$ cat config.mk
export PLATFORM = sky130hd
export DESIGN_NAME = node_iface_flat
export DESIGN_NICKNAME = d
export VERILOG_FILES = /design/src/rtl/noc_pkg.sv /design/src/rtl/node_iface_if.sv /design/src/rtl/node_tx_fifo.sv /design/src/rtl/node_iface.sv /design/src/flat_wrapper.sv
export SDC_FILE = /design/constraint.sdc
export NUM_CORES = 1
export LEC_CHECK = 0
export CAP_MARGIN = 30
export CORE_UTILIZATION = 35
export DETAILED_ROUTE_END_ITERATION = 8
export HOLD_SLACK_MARGIN = 0.15
export PLACE_DENSITY_LB_ADDON = 0.12
export SYNTH_ARGS = -nofsm -noshare
export SYNTH_HDL_FRONTEND = slang
export SYNTH_SLANG_ARGS = --single-unit
$ cat constraint.sdc
create_clock -name clk -period 4 [get_ports clk]
set_input_delay 1.2 -clock clk [delete_from_list [all_inputs] [get_ports clk]]
set_output_delay 1.2 -clock clk [all_outputs]
set_load 0.02 [all_outputs]
$ cat src/rtl/noc_pkg.sv
// noc_pkg: shared NoC definitions for the node interface.
//   - default flit geometry and counter widths
//   - flit field offset helpers (valid bit, address LSB, data LSB)
//   - flit_pack: builds {valid=1, addr, data} for any geometry up to FLIT_MAX bits
package noc_pkg;

  localparam int DATA_SIZE_DEF = 32;
  localparam int ADDR_SIZE_DEF = 4;
  localparam int BUS_SIZE_DEF  = DATA_SIZE_DEF + ADDR_SIZE_DEF + 1;
  localparam int CNT_SIZE_DEF  = 16;
  localparam int ERR_CNT_SIZE  = 8;

  // Widest flit the pack helper can build.
  localparam int FLIT_MAX = 64;

  // Payload always starts at bit 0; the rest depends on geometry.
  localparam int DATA_LSB = 0;

  function automatic int addr_lsb(input int data_size);
    return data_size;
  endfunction

  function automatic int valid_bit(input int data_size, input int addr_size);
    return data_size + addr_size;
  endfunction

  // Caller zero-extends addr/data to FLIT_MAX and truncates the result
  // to its own bus width.
  function automatic logic [FLIT_MAX-1:0] flit_pack(input logic [FLIT_MAX-1:0] addr,
                                                     input logic [FLIT_MAX-1:0] data,
                                                     input int data_size,
                                                     input int addr_size);
    logic [FLIT_MAX-1:0] f;
    f = (FLIT_MAX'(1) << valid_bit(data_size, addr_size))
      | (addr << addr_lsb(data_size))
      | (data << DATA_LSB);
    return f;
  endfunction

endpackage

$ cat src/rtl/node_iface_if.sv
// node_iface_if: core-side and switch-side handshake bundle of a node interface.
//   core TX : tx_valid/tx_ready, tx_dest, tx_data
//   core RX : rx_valid/rx_ready, rx_data
//   switch  : sw_wr_ready_out/sw_r_ready_in/sw_data_o  (node -> switch)
//             sw_wr_ready_in/sw_r_ready_out/sw_data_i  (switch -> node)
// slave  = the node interface itself, master = the core + switch around it.
interface node_iface_if #(
  parameter int DATA_SIZE = 32,
  parameter int ADDR_SIZE = 4
);
  localparam int BUS_SIZE = DATA_SIZE + ADDR_SIZE + 1;

  logic                 tx_valid;
  logic                 tx_ready;
  logic [ADDR_SIZE-1:0] tx_dest;
  logic [DATA_SIZE-1:0] tx_data;

  logic                 rx_valid;
  logic                 rx_ready;
  logic [DATA_SIZE-1:0] rx_data;

  logic                 sw_wr_ready_out;
  logic                 sw_r_ready_in;
  logic [BUS_SIZE-1:0]  sw_data_o;

  logic                 sw_wr_ready_in;
  logic                 sw_r_ready_out;
  logic [BUS_SIZE-1:0]  sw_data_i;

  modport slave (
    input  tx_valid, tx_dest, tx_data, rx_ready,
           sw_r_ready_in, sw_wr_ready_in, sw_data_i,
    output tx_ready, rx_valid, rx_data,
           sw_wr_ready_out, sw_data_o, sw_r_ready_out
  );

  modport master (
    output tx_valid, tx_dest, tx_data, rx_ready,
           sw_r_ready_in, sw_wr_ready_in, sw_data_i,
    input  tx_ready, rx_valid, rx_data,
           sw_wr_ready_out, sw_data_o, sw_r_ready_out
  );

endinterface

$ cat src/rtl/node_tx_fifo.sv
// node_tx_fifo: circular FIFO, depth 2**LOG2, with full/empty flags.
//   clk, rst_n     : clock, async active-low reset (clears pointers and storage)
//   push, din      : write when push && !full
//   pop            : read-advance when pop && !empty
//   dout           : head entry straight from storage, 0 when empty
//   full, empty    : occupancy flags
// Pointers carry one extra MSB so full and empty differ on wrap.
module node_tx_fifo #(
  parameter int WIDTH = 37,
  parameter int LOG2  = 2
) (
  input  logic             clk,
  input  logic             rst_n,
  input  logic             push,
  input  logic [WIDTH-1:0] din,
  input  logic             pop,
  output logic [WIDTH-1:0] dout,
  output logic             full,
  output logic             empty
);
  localparam int DEPTH = 1 << LOG2;

  logic [WIDTH-1:0] mem [DEPTH];
  logic [LOG2:0]    wr_ptr, rd_ptr;

  assign empty = (wr_ptr == rd_ptr);
  assign full  = (wr_ptr[LOG2] != rd_ptr[LOG2]) &&
                 (wr_ptr[LOG2-1:0] == rd_ptr[LOG2-1:0]);
  assign dout  = empty ? '0 : mem[rd_ptr[LOG2-1:0]];

  always_ff @(posedge clk or negedge rst_n) begin
    if (!rst_n) begin
      wr_ptr <= '0;
      rd_ptr <= '0;
      for (int i = 0; i < DEPTH; i++) mem[i] <= '0;
    end else begin
      if (push && !full) begin
        mem[wr_ptr[LOG2-1:0]] <= din;
        wr_ptr                <= wr_ptr + 1'b1;
      end
      if (pop && !empty) rd_ptr <= rd_ptr + 1'b1;
    end
  end

endmodule

$ cat src/rtl/node_iface.sv
// node_iface: endpoint attaching one processing node to a NoC switch local port.
//   clk, a_rst : clock, async active-low reset
//   bus        : node_iface_if.slave (core TX/RX and switch in/out handshakes)
//   tx_cnt     : flits delivered to the switch (wrapping)
//   rx_cnt     : flits delivered to the core (wrapping)
//   err_cnt    : dropped flits, saturating at 255 (bad TX dest, RX addr miss)
//   tx_err     : one-cycle pulse after a core flit rejected for bad dest
// TX: core -> FIFO -> switch. RX: switch -> dest filter -> 2-entry buffer -> core.
module node_iface
  import noc_pkg::*;
#(
  parameter int DATA_SIZE = DATA_SIZE_DEF,
  parameter int ADDR_SIZE = ADDR_SIZE_DEF,
  parameter int NODES_NUM = 9,
  parameter int ADDR      = 0,
  parameter int TX_LOG2   = 2,
  parameter int CNT_SIZE  = CNT_SIZE_DEF,
  parameter int BUS_SIZE  = DATA_SIZE + ADDR_SIZE + 1
) (
  input  logic                    clk,
  input  logic                    a_rst,
  node_iface_if.slave             bus,
  output logic [CNT_SIZE-1:0]     tx_cnt,
  output logic [CNT_SIZE-1:0]     rx_cnt,
  output logic [ERR_CNT_SIZE-1:0] err_cnt,
  output logic                    tx_err
);
  localparam int                   VBIT     = valid_bit(DATA_SIZE, ADDR_SIZE);
  localparam int                   ALSB     = addr_lsb(DATA_SIZE);
  localparam logic [ADDR_SIZE:0]   DEST_LIM = (ADDR_SIZE+1)'(NODES_NUM);
  localparam logic [ADDR_SIZE-1:0] MY_ADDR  = ADDR_SIZE'(ADDR);

  // Low during reset, high from the first edge after release; keeps both
  // ready outputs at 0 while reset is held.
  logic up;

  always_ff @(posedge clk or negedge a_rst) begin
    if (!a_rst) up <= 1'b0;
    else        up <= 1'b1;
  end

  // ---------------- TX path ----------------
  logic                tx_hs, tx_bad, tx_push, tx_pop;
  logic                fifo_full, fifo_empty;
  logic [BUS_SIZE-1:0] tx_flit;

  assign bus.tx_ready = up && !fifo_full;
  assign tx_hs        = bus.tx_valid && bus.tx_ready;
  assign tx_bad       = ({1'b0, bus.tx_dest} >= DEST_LIM);
  assign tx_push      = tx_hs && !tx_bad;
  assign tx_flit      = BUS_SIZE'(flit_pack(FLIT_MAX'(bus.tx_dest), FLIT_MAX'(bus.tx_data),
                                            DATA_SIZE, ADDR_SIZE));

  assign bus.sw_wr_ready_out = !fifo_empty;
  assign tx_pop              = bus.sw_wr_ready_out && bus.sw_r_ready_in;

  node_tx_fifo #(
    .WIDTH (BUS_SIZE),
    .LOG2  (TX_LOG2)
  ) u_tx_fifo (
    .clk   (clk),
    .rst_n (a_rst),
    .push  (tx_push),
    .din   (tx_flit),
    .pop   (tx_pop),
    .dout  (bus.sw_data_o),
    .full  (fifo_full),
    .empty (fifo_empty)
  );

  // ---------------- RX path ----------------
  logic [DATA_SIZE-1:0] rx_mem [2];
  logic                 rx_rd;
  logic [1:0]           rx_occ;
  logic                 sw_hs, in_vld, addr_hit, rx_store, rx_miss, rx_pop;

  // Ready to the switch depends only on registered occupancy, so rx_ready
  // never reaches the switch combinationally.
  assign bus.sw_r_ready_out = up && (rx_occ != 2'd2);
  assign sw_hs              = bus.sw_wr_ready_in && bus.sw_r_ready_out;
  assign in_vld             = bus.sw_data_i[VBIT];
  assign addr_hit           = (bus.sw_data_i[VBIT-1:ALSB] == MY_ADDR);
  assign rx_store           = sw_hs && in_vld && addr_hit;
  assign rx_miss            = sw_hs && in_vld && !addr_hit;

  assign bus.rx_valid = (rx_occ != 2'd0);
  assign bus.rx_data  = bus.rx_valid ? rx_mem[rx_rd] : '0;
  assign rx_pop       = bus.rx_valid && bus.rx_ready;

  always_ff @(posedge clk or negedge a_rst) begin
    if (!a_rst) begin
      rx_mem[0] <= '0;
      rx_mem[1] <= '0;
      rx_rd     <= 1'b0;
      rx_occ    <= 2'd0;
    end else begin
      // Write slot is the one after the oldest when one entry is held.
      if (rx_store) rx_mem[rx_rd ^ rx_occ[0]] <= bus.sw_data_i[DATA_SIZE-1:DATA_LSB];
      if (rx_pop)   rx_rd <= ~rx_rd;
      rx_occ <= rx_occ + {1'b0, rx_store} - {1'b0, rx_pop};
    end
  end

  // ---------------- statistics ----------------
  logic [1:0]              err_inc;
  logic [ERR_CNT_SIZE:0]   err_sum;

  assign err_inc = {1'b0, tx_hs && tx_bad} + {1'b0, rx_miss};
  assign err_sum = {1'b0, err_cnt} + {{(ERR_CNT_SIZE-1){1'b0}}, err_inc};

  always_ff @(posedge clk or negedge a_rst) begin
    if (!a_rst) begin
      tx_cnt  <= '0;
      rx_cnt  <= '0;
      err_cnt <= '0;
      tx_err  <= 1'b0;
    end else begin
      tx_cnt  <= tx_cnt + CNT_SIZE'(tx_pop);
      rx_cnt  <= rx_cnt + CNT_SIZE'(rx_pop);
      err_cnt <= err_sum[ERR_CNT_SIZE] ? '1 : err_sum[ERR_CNT_SIZE-1:0];
      tx_err  <= tx_hs && tx_bad;
    end
  end

endmodule
$ cat src/flat_wrapper.sv
// flat-port wrapper written by rule: the top's interface ports become plain ports
module node_iface_flat import noc_pkg::*;
#(
  parameter int DATA_SIZE = DATA_SIZE_DEF,
  parameter int ADDR_SIZE = ADDR_SIZE_DEF,
  parameter int NODES_NUM = 9,
  parameter int ADDR      = 0,
  parameter int TX_LOG2   = 2,
  parameter int CNT_SIZE  = CNT_SIZE_DEF,
  parameter int BUS_SIZE  = DATA_SIZE + ADDR_SIZE + 1
)
  (clk, a_rst, tx_cnt, rx_cnt, err_cnt, tx_err, bus_tx_valid, bus_tx_dest, bus_tx_data, bus_rx_ready, bus_sw_r_ready_in, bus_sw_wr_ready_in, bus_sw_data_i, bus_tx_ready, bus_rx_valid, bus_rx_data, bus_sw_wr_ready_out, bus_sw_data_o, bus_sw_r_ready_out);
  node_iface_if #(.DATA_SIZE(DATA_SIZE), .ADDR_SIZE(ADDR_SIZE)) bus_i ();
  input  logic clk;
  input  logic a_rst;
  output logic [CNT_SIZE-1:0] tx_cnt;
  output logic [CNT_SIZE-1:0] rx_cnt;
  output logic [ERR_CNT_SIZE-1:0] err_cnt;
  output logic tx_err;
  input wire logic [$bits(bus_i.tx_valid)-1:0] bus_tx_valid;
  input wire logic [$bits(bus_i.tx_dest)-1:0] bus_tx_dest;
  input wire logic [$bits(bus_i.tx_data)-1:0] bus_tx_data;
  input wire logic [$bits(bus_i.rx_ready)-1:0] bus_rx_ready;
  input wire logic [$bits(bus_i.sw_r_ready_in)-1:0] bus_sw_r_ready_in;
  input wire logic [$bits(bus_i.sw_wr_ready_in)-1:0] bus_sw_wr_ready_in;
  input wire logic [$bits(bus_i.sw_data_i)-1:0] bus_sw_data_i;
  output wire logic [$bits(bus_i.tx_ready)-1:0] bus_tx_ready;
  output wire logic [$bits(bus_i.rx_valid)-1:0] bus_rx_valid;
  output wire logic [$bits(bus_i.rx_data)-1:0] bus_rx_data;
  output wire logic [$bits(bus_i.sw_wr_ready_out)-1:0] bus_sw_wr_ready_out;
  output wire logic [$bits(bus_i.sw_data_o)-1:0] bus_sw_data_o;
  output wire logic [$bits(bus_i.sw_r_ready_out)-1:0] bus_sw_r_ready_out;
  assign bus_i.tx_valid = bus_tx_valid;
  assign bus_i.tx_dest = bus_tx_dest;
  assign bus_i.tx_data = bus_tx_data;
  assign bus_i.rx_ready = bus_rx_ready;
  assign bus_i.sw_r_ready_in = bus_sw_r_ready_in;
  assign bus_i.sw_wr_ready_in = bus_sw_wr_ready_in;
  assign bus_i.sw_data_i = bus_sw_data_i;
  assign bus_tx_ready = bus_i.tx_ready;
  assign bus_rx_valid = bus_i.rx_valid;
  assign bus_rx_data = bus_i.rx_data;
  assign bus_sw_wr_ready_out = bus_i.sw_wr_ready_out;
  assign bus_sw_data_o = bus_i.sw_data_o;
  assign bus_sw_r_ready_out = bus_i.sw_r_ready_out;
  node_iface #(.DATA_SIZE(DATA_SIZE), .ADDR_SIZE(ADDR_SIZE), .NODES_NUM(NODES_NUM), .ADDR(ADDR), .TX_LOG2(TX_LOG2), .CNT_SIZE(CNT_SIZE), .BUS_SIZE(BUS_SIZE)) u_core (.clk(clk), .a_rst(a_rst), .bus(bus_i), .tx_cnt(tx_cnt), .rx_cnt(rx_cnt), .err_cnt(err_cnt), .tx_err(tx_err));
endmodule
==> qor.txt <==
Synth Register Bits: 263
Synth cell types: 38
share of layout cells above drive strength 1: 31.5%
CP Launch Type: register
CP Class: register to output pin
Crit-path slowest cell: clkdlybuf4s50_1
peak supply drop: 0.000437 V
Worst Tran Pin Value: 0.730 ns
CTS resizes: 1
RSZ-0062 raised after global routing: true
synthesized netlist cell count: 807
die area: 0.0342 mm²
Pwr Total: 12.2 mW
wire per inst: 17.9 µm
total of fill cells in the finished design: 3055
Vias/cell: 4.82
WP data arrival: 2.64 ns
final worst-path setup slack: 0.162 ns
GPL Wtd Cong: 0.709
CTS Buf Count: 29
HP Class: register to register
Max Slew Vio Count: 0
post-layout min period: 3.84 ns
core area: 0.0327 mm²
first-pass detailed-route iteration total: 4
Cell Pwr Density: 804 mW/mm²
hold_buf cts: 0
CTS Buffer Depth: 3
worst-path fanout max: 19
area of the mapped netlist: 0.0117 mm²
DP Worst Slack: 0.373 ns
max-cap viol count: 0
I/O pin count: 193
share of the yosys chip area belonging to registers: 56.2%
Net Count, Synth: 899
critical-path cell list: xnor2_1 -> nand3b_1 -> buf_4 -> and2_1 -> clkdlybuf4s50_1
clk root buf: clkbuf_16
Leak: 6.77 nW
clk_lat worst skew: 0.54 ns
Post CTS Setup Buffer Count: 0
H-tree depth: 1
chip height: 185 µm
fin crit share: 96.0%
biggest cell delay along the critical path: 0.62 ns
worst rel slew slack: 50.9%
DRC Markers: 0
total number of vias: 7120
die width: 185 µm
synth warn: 0
Reg clk slew, reported paths: 0.06 ns
Post-DP HPWL: 17.0 mm
effective utilization at floorplan: 35.8%
Avg Cell Area, Syn: 14.5 µm²
f_max: 261 MHz
Antenna Violating Nets Remaining: 0
vias in the first global route: 7484
FP Rows: 66
final setup vio count: 0
largest net degree at the start of global routing: 82
fin nets: 1106
Final Skew: 0.0101 ns
CTS tree: done
Post-Route Utilization: 46.6%
first-pass GRT wire length: 42.1 mm
final hold vios: 0
run status: completed
Total GRT Usage: 15.8%
Port Buffer Count: 192
WP buf/inv: 2
# clock sinks: 263
Worst Path Required: 2.80 ns
remaining global-route overflow: 0
area grow syn2layout: 30.0%
Critical Path End Type: output pin
initial antenna violation count: 0
initial drt markers: 173
Post-Route WL: 26.4 mm
delay-heaviest family, CP: buffers and inverters
-- cells in the mapped netlist (all sizes together) --
library cell	n	area, µm²
o31a	1	8.76
nor4	2	12.5
xor2	18	158
and2	39	244
dfrtp	263	6580
o21ai	1	5.00
nand4	4	25.0
and3	9	56.3
a21boi	1	7.51
ha	12	150
and4	2	17.5
o21a	1	7.51
nor3	2	10.0
xnor2	25	219
nand3b	2	15.0
mux4	37	833
a311oi	1	26.3
nor2b	2	12.5
o2111ai	1	8.76
nor2	43	161
clkbuf	16	60.1
nand2	20	82.6
mux2i	32	320
a21oi	1	5.00
conb	1	3.75
a31oi	2	12.5
a41oi	1	8.76
fa	1	20.0
mux2	209	2350
inv	10	37.5
nand2b	6	37.5
buf	23	118
nand3	19	95.1
-- metrics by stage --
stage	area [µm²]	hold slack, ns	setup TNS, ns	instances
floorplan	11700	0.429	0	807
global placement	14300	0.447	0	1425
detailed placement	14300	0.451	0	1425
CTS	15200	0.464	0	1477
global route	15200	0.498	-0.00953	1477
finish	15200	0.460	0	1478
-- final timing paths --
path / startpoint / end / slack, ns / depth (start not counted)
setup / recovery: u_core.u_tx_fifo.rd_ptr[0] / bus_sw_data_o[5] / 0.16 / 5
hold / removal: u_core.u_tx_fifo.mem[73] / u_core.u_tx_fifo.mem[73] / 0.46 / 1
setup reg to reg: u_core.u_tx_fifo.rd_ptr[0] / u_core.tx_cnt[14] / 1.36 / 10
hold reg to reg: u_core.u_tx_fifo.mem[73] / u_core.u_tx_fifo.mem[73] / 0.46 / 1
max in group asynchronous: a_rst / u_core.u_tx_fifo.mem[107] / 2.43 / 2
min in group asynchronous: a_rst / u_core.rx_mem[2] / 0.62 / 1
-- layer usage --
metal | share of wire, % | wire length [µm] | GRT usage (%) | vias to the layer above
met5 | 0 | 0 | 0 | -
met4 | 2.1 | 558 | 3.60 | 0
met3 | 4.8 | 1260 | 3.19 | 37
met2 | 46 | 12100 | 24.9 | 134
met1 | 47 | 12500 | 22.3 | 3657
li1 | - | - | - | 3292
-- cells in the final DEF, fill, tap and decap left out, drive strengths merged, types with 2 or more instances in the layout --
master / synthesis / layout
dfrtp: 263 / 263
mux2: 209 / 209
clkdlybuf4s50: 0 / 191
clkbuf: 16 / 45
nor2: 43 / 43
and2: 39 / 39
mux4: 37 / 37
mux2i: 32 / 32
xnor2: 25 / 25
buf: 23 / 24
nand2: 20 / 20
nand3: 19 / 19
xor2: 18 / 18
ha: 12 / 12
inv: 10 / 11
and3: 9 / 9
nand2b: 6 / 6
nand4: 4 / 4
clkinv: 0 / 3
nor4: 2 / 2
nand3b: 2 / 2
and4: 2 / 2
a31oi: 2 / 2
nor3: 2 / 2
clkinvlp: 0 / 2
nor2b: 2 / 2
-- logic make-up after synthesis --
family / after synthesis / share of synthesized area (%)
mux: 278 / 29.9
flops: 263 / 56.2
simple gates: 150 / 6.57
buf+inv: 49 / 1.84
xor+xnor: 43 / 3.22
fa+ha+maj: 13 / 1.45
compound gates: 10 / 0.769
other cells: 1 / 0.0320
-- sequential cells by signal (all words and copies together), names as in the netlist, 2 cells and up --
name / count
u_core.tx_cnt: 16
u_core.rx_mem: 64
u_core.u_tx_fifo.wr_ptr: 3
u_core.u_tx_fifo.rd_ptr: 3
u_core.rx_occ: 2
u_core.err_cnt: 8
u_core.rx_cnt: 16
u_core.u_tx_fifo.mem: 148
-- final cells by class --
class | count | area, µm² | area share [%]
flip-flops and latches | 263 | 6590 | 43.2
clock buffers | 45 | 886 | 5.82
multi-input cells | 495 | 4930 | 32.4
inverters | 10 | 37.5 | 0.246
clock inverters | 7 | 68.8 | 0.452
diodes | 1 | 2.50 | 0.0164
repair buffers | 215 | 2170 | 14.2
well taps | 442 | 553 | 3.63
-- power breakdown --
group          internal (mW)  total (mW)  switching [mW]
Sequential              3.69        4.31           0.622
Clock                   1.58        2.64            1.06
Combinational           2.92        5.29            2.37
Total                   8.18        12.2            4.06
No activity file was read; power rests on OpenSTA's default activity.
